**src/rtl/tea_round_engine.sv**
```systemverilog
// ---------------------------------------------------------------------------
// tea_round_engine
//   Iterative TEA block cipher core. One clock performs one full TEA cycle,
//   i.e. two Feistel half-rounds, using two chained tea_function_f instances.
//   The core encrypts or decrypts one 64-bit block with a 128-bit key and
//   uses a valid/ready handshake on both its input and its output.
//
// Ports
//   clk        in   1    system clock, rising edge
//   rst        in   1    asynchronous, active-high reset
//   in_valid   in   1    din / key / decrypt are valid
//   in_ready   out  1    engine can accept a block (IDLE)
//   decrypt    in   1    0 = encrypt, 1 = decrypt, sampled on accept
//   key        in   128  {k0,k1,k2,k3}, sampled on accept
//   din        in   64   {v0,v1}, sampled on accept
//   out_valid  out  1    dout holds a finished block (DONE)
//   out_ready  in   1    downstream accepts dout
//   dout       out  64   result {v0,v1}; zero outside DONE
//   busy       out  1    high in RUN or DONE
// ---------------------------------------------------------------------------

// TEA round function: F(a,b,s,x) = ((x<<4)+a) ^ (x+s) ^ ((x>>5)+b), mod 2^32.
module tea_function_f (
  input  logic [31:0] a,
  input  logic [31:0] b,
  input  logic [31:0] s,
  input  logic [31:0] x,
  output logic [31:0] out32
);
  assign out32 = ((x << 4) + a) ^ (x + s) ^ ((x >> 5) + b);
endmodule

module tea_round_engine #(
  parameter int          ROUNDS = 32,
  parameter logic [31:0] DELTA  = 32'h9E3779B9
) (
  input  logic         clk,
  input  logic         rst,
  input  logic         in_valid,
  output logic         in_ready,
  input  logic         decrypt,
  input  logic [127:0] key,
  input  logic [63:0]  din,
  output logic         out_valid,
  input  logic         out_ready,
  output logic [63:0]  dout,
  output logic         busy
);

  // Decrypt starts from the sum the encrypt schedule would end on.
  localparam logic [63:0] SUM_DEC_FULL = 64'(DELTA) * 64'(ROUNDS);
  localparam logic [31:0] SUM_DEC      = SUM_DEC_FULL[31:0];
  localparam logic [6:0]  CNT_LAST     = 7'(ROUNDS - 1);

  typedef enum logic [1:0] {
    IDLE = 2'd0,
    RUN  = 2'd1,
    DONE = 2'd2
  } state_t;

  state_t        state_q, state_d;
  logic [6:0]    cnt_q, cnt_d;
  logic [31:0]   sum_q, sum_d;
  logic [31:0]   v0_q, v0_d;
  logic [31:0]   v1_q, v1_d;
  logic [127:0]  key_q, key_d;
  logic          dec_q, dec_d;

  logic [31:0]   k0, k1, k2, k3;
  logic [31:0]   f1_a, f1_b, f1_x, f1_out;
  logic [31:0]   f2_a, f2_b, f2_out;
  logic [31:0]   half1, half2;

  assign k0 = key_q[127:96];
  assign k1 = key_q[95:64];
  assign k2 = key_q[63:32];
  assign k3 = key_q[31:0];

  // Encrypt updates v0 first (from v1); decrypt undoes that in reverse order,
  // updating v1 first (from v0). The second half-round always consumes the
  // word produced by the first.
  assign f1_a  = dec_q ? k2 : k0;
  assign f1_b  = dec_q ? k3 : k1;
  assign f1_x  = dec_q ? v0_q : v1_q;
  assign half1 = dec_q ? (v1_q - f1_out) : (v0_q + f1_out);

  assign f2_a  = dec_q ? k0 : k2;
  assign f2_b  = dec_q ? k1 : k3;
  assign half2 = dec_q ? (v0_q - f2_out) : (v1_q + f2_out);

  tea_function_f u_f1 (
    .a     (f1_a),
    .b     (f1_b),
    .s     (sum_q),
    .x     (f1_x),
    .out32 (f1_out)
  );

  tea_function_f u_f2 (
    .a     (f2_a),
    .b     (f2_b),
    .s     (sum_q),
    .x     (half1),
    .out32 (f2_out)
  );

  // State register and datapath registers.
  always_ff @(posedge clk or posedge rst) begin
    if (rst) begin
      state_q <= IDLE;
      cnt_q   <= '0;
      sum_q   <= '0;
      v0_q    <= '0;
      v1_q    <= '0;
      key_q   <= '0;
      dec_q   <= 1'b0;
    end else begin
      state_q <= state_d;
      cnt_q   <= cnt_d;
      sum_q   <= sum_d;
      v0_q    <= v0_d;
      v1_q    <= v1_d;
      key_q   <= key_d;
      dec_q   <= dec_d;
    end
  end

  // Next-state logic.
  always_comb begin
    state_d = state_q;
    case (state_q)
      IDLE:    if (in_valid)           state_d = RUN;
      RUN:     if (cnt_q == CNT_LAST)  state_d = DONE;
      DONE:    if (out_ready)          state_d = IDLE;
      default:                         state_d = IDLE;
    endcase
  end

  // Datapath next values: latch on accept, one TEA cycle per RUN clock.
  always_comb begin
    cnt_d = cnt_q;
    sum_d = sum_q;
    v0_d  = v0_q;
    v1_d  = v1_q;
    key_d = key_q;
    dec_d = dec_q;
    if (state_q == IDLE && in_valid) begin
      key_d = key;
      dec_d = decrypt;
      v0_d  = din[63:32];
      v1_d  = din[31:0];
      cnt_d = '0;
      sum_d = decrypt ? SUM_DEC : DELTA;
    end else if (state_q == RUN) begin
      v0_d  = dec_q ? half2 : half1;
      v1_d  = dec_q ? half1 : half2;
      sum_d = dec_q ? (sum_q - DELTA) : (sum_q + DELTA);
      cnt_d = cnt_q + 7'd1;
    end
  end

  // Outputs decoded from the state register, so reset clears them at once.
  always_comb begin
    in_ready  = (state_q == IDLE);
    out_valid = (state_q == DONE);
    busy      = (state_q != IDLE);
    dout      = (state_q == DONE) ? {v0_q, v1_q} : 64'd0;
  end

endmodule

```
**config.mk**
```make
export PLATFORM = sky130hd
export DESIGN_NAME = tea_round_engine
export DESIGN_NICKNAME = d
export VERILOG_FILES = /design/src/rtl/tea_round_engine.sv
export SDC_FILE = /design/constraint.sdc
export NUM_CORES = 2
export LEC_CHECK = 0
export ABC_CLOCK_PERIOD_IN_PS = 12900
export BUFFER_PORTS_ARGS = -buffer_cell sky130_fd_sc_hd__clkbuf_2
export CORE_MARGIN = 2
export CORE_UTILIZATION = 35
export CTS_CLUSTER_DIAMETER = 80
export CTS_CLUSTER_SIZE = 10
export DETAILED_ROUTE_END_ITERATION = 8
export GPL_TIMING_DRIVEN = 0
export PLACE_DENSITY = 0.49
export SYNTH_ARGS = -nofsm -noshare
export SYNTH_HDL_FRONTEND = slang
export SYNTH_SLANG_ARGS = --single-unit
```
**constraint.sdc**
```tcl
create_clock -name clk -period 12.9 [get_ports clk]
set_input_delay 0.645 -clock clk [delete_from_list [all_inputs] [get_ports clk]]
set_output_delay 0.645 -clock clk [all_outputs]
set_load 0.05 [all_outputs]
```
Word-level counts from Yosys, hierarchy flattened
Cells that the tools add are included.
Word-level totals
  register bits after elaboration: 234
  input port bits: 197
Cells by class
  add/subtract/negate cells: 13
  eq/ne operators: 6
  reductions and logical operators: 5
  bitwise gates (word level): 4
  multiplexer cells: 24
Operator list (count)
  two-way mux 32 bit: 16
  adder 32 bit: 6
  bitwise XOR 32 bit: 4
  adder 27 x 32 -> 32 bit: 2
  two-way mux 64 bit: 1
  subtractor 32 bit: 2
  adder 32 bit (second input constant): 1
  subtractor 32 bit (second input constant): 1
  two-way mux 31 bit: 1
  two-way mux 7 bit: 2
  adder 7 x 1 -> 7 bit (second input constant): 1
  == test 7 x 5 -> 1 bit (second input constant): 1
  two-way mux 2 bit: 3
  case mux 2 bit (3 select lines): 1
  inequality test 2 bit (second input constant): 2
  nonzero test 2 bit: 2
  AND reduction 3 bit: 1
  == test 2 x 1 -> 1 bit (second input constant): 1
  == test 2 bit (second input constant): 1
  zero test 2 bit: 1
  inequality test 2 x 1 -> 1 bit (second input constant): 1
  logical AND 1 bit: 1

Logic depth before layout (Yosys ltp)
  depth after elaboration: 14
  depth in mapped cells: 58

Hierarchy
From an unflattened synthesis, not the netlist that was laid out.
Unflattened totals
  cells, all modules: 3780
  area, all modules: 29787.3 µm²
By module, submodules not included
  tea_round_engine: area each 20068.0 µm², instances 1, cells each 2500, sequential area each 5855.6 µm²
  tea_function_f at u_f1: area each 4873.4 µm², instances 1, cells each 632, sequential area each 0.0 µm²
  tea_function_f at u_f2: area each 4845.9 µm², instances 1, cells each 648, sequential area each 0.0 µm²

Least setup slack after synthesis
No wires, ideal clock.
  path kind: register -> register
  start: reg dec_q
  end: reg v1_q[30]
  stages on the path, launching flop included: 53
  required time: 12.829 ns
  buffers on the path: 6
  clock period less this slack: 11.209 ns
  data arrival time: 11.138 ns
  library setup time: 0.071 ns
  path slack: 1.691 ns
  cells stage by stage: dfrtp_1 clkbuf_8 clkbuf_1 clkbuf_1 clkbuf_1 clkbuf_1 mux2_2 ha_1 fa_1 a21o_1 a21o_1 a21o_1 a21o_1 a21oi_1 o21ai_0 a21oi_1 xor2_1 xnor2_1 (+17 left out) a21oi_1 o21bai_1 a21oi_1 xor2_1 ha_1 a21o_1 a21o_1 a21oi_1 nor2_1 o21ai_0 nand2b_1 a2111oi_0 o41ai_1 a21o_1 a21oi_1 nand2b_1 mux2_2 nand4_1
Between the ends
  word-level cells in the longest chain between the ends: 14
  elaborated cells on any way between the ends: 24
Ends and longest elaborated chain
  start: declaration: RTL line 67  | logic dec_q, dec_d;
  start signal: assignment: RTL line 116  | dec_q <= 1'b0;
  start signal: assignment: RTL line 124  | dec_q <= dec_d;
  two-way mux 32 bit (on tied branches): RTL line 82, 84
  adder 32 bit: RTL line 30  | assign out32 = ((x << 4) + a) ^ (x + s) ^ ((x >> 5) + b);
  bitwise XOR 32 bit (2 in a row): RTL line 30
  adder 32 bit / subtractor 32 bit (equally long branches): RTL line 85  | assign half1 = dec_q ? (v1_q - f1_out) : (v0_q + f1_out);
  two-way mux 32 bit: RTL line 85
  adder 32 bit: RTL line 30
  bitwise XOR 32 bit (2 in a row): RTL line 30
  adder 32 bit / subtractor 32 bit (equally long branches): RTL line 89  | assign half2 = dec_q ? (v0_q - f2_out) : (v1_q + f2_out);
  two-way mux 32 bit: RTL line 89
  two-way mux 32 bit *: RTL line 156  | v1_d = dec_q ? half1 : half2;
  two-way mux 32 bit *: RTL line 154  | end else if (state_q == RUN) begin
  two-way mux 32 bit *: RTL line 147  | if (state_q == IDLE && in_valid) begin
  end signal: assignment: RTL line 122  | v1_q <= v1_d;
  end: declaration: RTL line 65  | logic [31:0] v1_q, v1_d;
Mark *: on every way between the ends. The rest lies on a longest branch, timed or not. The select of a mux whose other input is x is not followed.
A chain may end at the register's enable or synchronous reset.

Worst setup path in the final report
  start: reg dec_q
  end: reg v1_q[31]
The elaborated chain is that of the path after synthesis.

==> impl_metrics.csv <==
group,metric,value,unit
yosys,post_synthesis_cell_area,0.0285,mm^2
route,drtAntennaViolNets,0,
cts,cts-buffers-inserted,30,
critical_path,r2r-start,"dec_q",
timing,worst_slew_margin_rel,0.0364,
yosys,synth_top_cells_by_area,"dfrtp_1 (21%), ha_1 (15%), xnor2_1 (9.5%)",
route,first_iter_violations,2071,
die,floorplan.rows,104,
yosys,synth-edff-count,0,
cells_and_area,utilization,0.403,
route,drcViolationCount,0,
timing,finClkSkew,0.0118,ns
global_routing,initial_antenna_violation_count,3,
cells_and_area,design.final.nets,4418,
route,drt_pass1_iterations,7,
critical_path,worstPathRequired,13.38,ns
timing,sum_of_negative_setup_slack,0,ns
global_routing,grt_start_max_net_pins,116,
yosys,synthesis_warnings,0,
global_routing,wire_length_of_the_first_global_routing_pass,177000,um
cts,root_buffer,"clkbuf_16",
critical_path,depth_of_the_worst_register_to_register_path,46,
cells_and_area,area_delta_synth_final,14.1,%
yosys,post_synth.cell_area_avg,7.99,um^2
global_routing,grt_use_total,0.291,
critical_path,worstSetupStartpointType,"flip-flop",
placed_design,io_buffer_count,263,
die,die_y,290,um
timing,hold_viol_final,0,
cells_and_area,drive_above_1_share,0.139,
cts,htree_num_levels,1,
yosys,postSynthNetCount,4114,
placed_design,pre_cts_slack,-4.35,ns
die,start_util,0.354,
cts,cts.path.max_buffers,3,
critical_path,cp-end-kind,"flip-flop",
cts,tritoncts_clock_tree,"done",
die,dieWidth,290,um
die,placeableCoreArea,0.0807,mm^2
yosys,synth-seq-cells,234,
timing,final.min_clock_period,12.56,ns
cts,clk_pin_slew,0.06,ns
route,vias,27500,
cells_and_area,non_filler_cells_in_the_finished_layout,4943,
critical_path,cp-startpoint,"dec_q",
yosys,synth_cell_types,81,
die,design.die.area,0.0838,mm^2
critical_path,reg2reg_setup_slack,0.34,ns
yosys,synthArstFlopShare,1.00,
critical_path,critical-path-top-cell-by-count,"xnor2_1",
timing,post_route_clock_period_utilization,0.974,
critical_path,critPathArrivalTime,13.04,ns
critical_path,crit_path_top_delay_cell,"or4_1",
timing,slew_viol_final,0,
job,max-cap-violations,0,
critical_path,capturing_point_of_the_worst_reg2reg_path,"v1_q[31]",
critical_path,crit_fanout,11,
timing,timing_worst_slew_pin_value,1.45,ns
cts,clock_sinks,234,
global_routing,grt-ovfl-total,0,
cts,cts-hold-fix-buffers,0,
yosys,post-synth-top-area-fraction,0.205,
critical_path,timing.setup.critical_path_class,"reg -> reg",
timing,setup_ws,0.340,ns
yosys,synth_ff_type,"dfrtp_1",
route,routed_via_density,5.55,
timing,max_freq,79.6,MHz
placed_design,finalWeightedCongestion,0.956,
die,boundaryPins,264,
route,avgRoutedWirePerCell,25.2,um
timing,setup_viol,0,
critical_path,cp_slowest_stage_delay,0.53,ns
yosys,synth_top_cell_by_area,"dfrtp_1",
placed_design,placed_cells_incl_taps,4895,
placed_design,post-dp-hpwl,103000,um
outcome,result_of_the_run,"completed",
yosys,seq_area_frac_synth,0.205,
global_routing,first_global_vias,26200,
cts,clk-insertion-delay-late,0.60,ns
route,routed_wl,124000,um
worst_hold_path,min-delay-path-class,"in -> async",
yosys,syn_inst,3570,
-- registers in the layout (all words and copies together), names as in the netlist --
name,cells
dec_q,1
key_q,128
state_q,2
sum_q,32
v1_q,32
v0_q,32
cnt_q,7
-- cell families (layout without fill, tap and decap cells) --
kind of cell,after synthesis,count (layout),share of synthesized area
AOI/OAI and AO/OA,1009,1009,0.228
xor gates and xnor gates,442,442,0.138
adders and majority gates,347,347,0.155
buffers and inverters,256,568,0.0355
DFF,234,234,0.205
muxes,163,163,0.0638
other,0,1,0
and+or+nand+nor,1119,1119,0.175
-- cell usage after synthesis (35+ instances only) --
master / instances
xor2_1: 128
a21o_1: 191
xnor2_1: 308
and2_1: 73
a21oi_1: 289
clkbuf_1: 95
nand2_1: 601
ha_1: 336
a31oi_1: 35
nor2_1: 175
nor3_1: 43
mux2_2: 140
dfrtp_1: 234
inv_1: 149
nand3_1: 63
nand2b_1: 36
o21ai_0: 192
o21bai_1: 50
-- layout make-up --
class	instances	area (um^2)
clock buffer	32	790
multi-input combinational	3080	21900
inverter	149	567
antenna	1	2.50
tap	1060	1330
fill	8499	48100
buffer	107	527
timing repair buffer	272	1420
clock inverter	8	148
sequential	234	5860
-- metal layers --
| metal | wire [um] | track usage | up-vias |
|---|---|---|---|
| met3 | 7200 | 0.0286 | 143 |
| met2 | 55100 | 0.467 | 908 |
| met5 | 0 | 0 | - |
| met1 | 58300 | 0.416 | 13100 |
| met4 | 3890 | 0.0788 | 0 |
| li1 | - | - | 13300 |
-- metrics by stage --
step                cell area, um^2  hold slack [ns]
floorplan                     28500            0.458
global placement              31200            0.476
detailed placement            31200            0.482
CTS                           32400           0.0665
global route                  32500            0.101
finish                        32500           0.0681
-- layout by cell type, fill, tap and decap left out, types with 31 or more instances in the layout --
master	instances
a21o_1	191
a21oi_1	286
a31oi_1	33
and2_1	73
clkbuf_1	81
clkbuf_16	31
clkbuf_2	268
dfrtp_1	233
ha_1	336
inv_1	148
mux2_2	140
nand2_1	600
nand2b_1	36
nand3_1	63
nor2_1	170
nor3_1	43
o21a_1	33
o21ai_0	179
o21bai_1	50
xnor2_1	304
xor2_1	118
-- worst max path at each step --
stage / to / slack, ns / cells after the start
finish: v1_q[31] / 0.34 / 46
global route: v1_q[30] / -0.02 / 52
CTS: v1_q[30] / 0.10 / 56
detailed placement: v1_q[31] / -4.35 / 56
global placement: v1_q[31] / -4.52 / 56
floorplan: v1_q[30] / 1.69 / 52
-- worst max-delay path: cells and delay by family (launching register included) --
kind | cells | cell delay [ns]
adder cells (fa/ha/maj) | 4 | 1.50
XOR/XNOR | 9 | 2.24
AO/OA/AOI/OAI | 20 | 4.82
flip-flops | 1 | 0.43
multiplexers | 1 | 0.49
AND/OR/NAND/NOR | 5 | 1.22
buffers and inverters | 7 | 1.64
-- what timing repair did --
action	in CTS	in global routing
pin swaps	3	3
resized for setup	48	48
setup endpoints to repair	50	17
buffers inserted	3	4
Power is not shown: default switching activity piles up to over one toggle a cycle in this logic, so the estimate is an artifact.
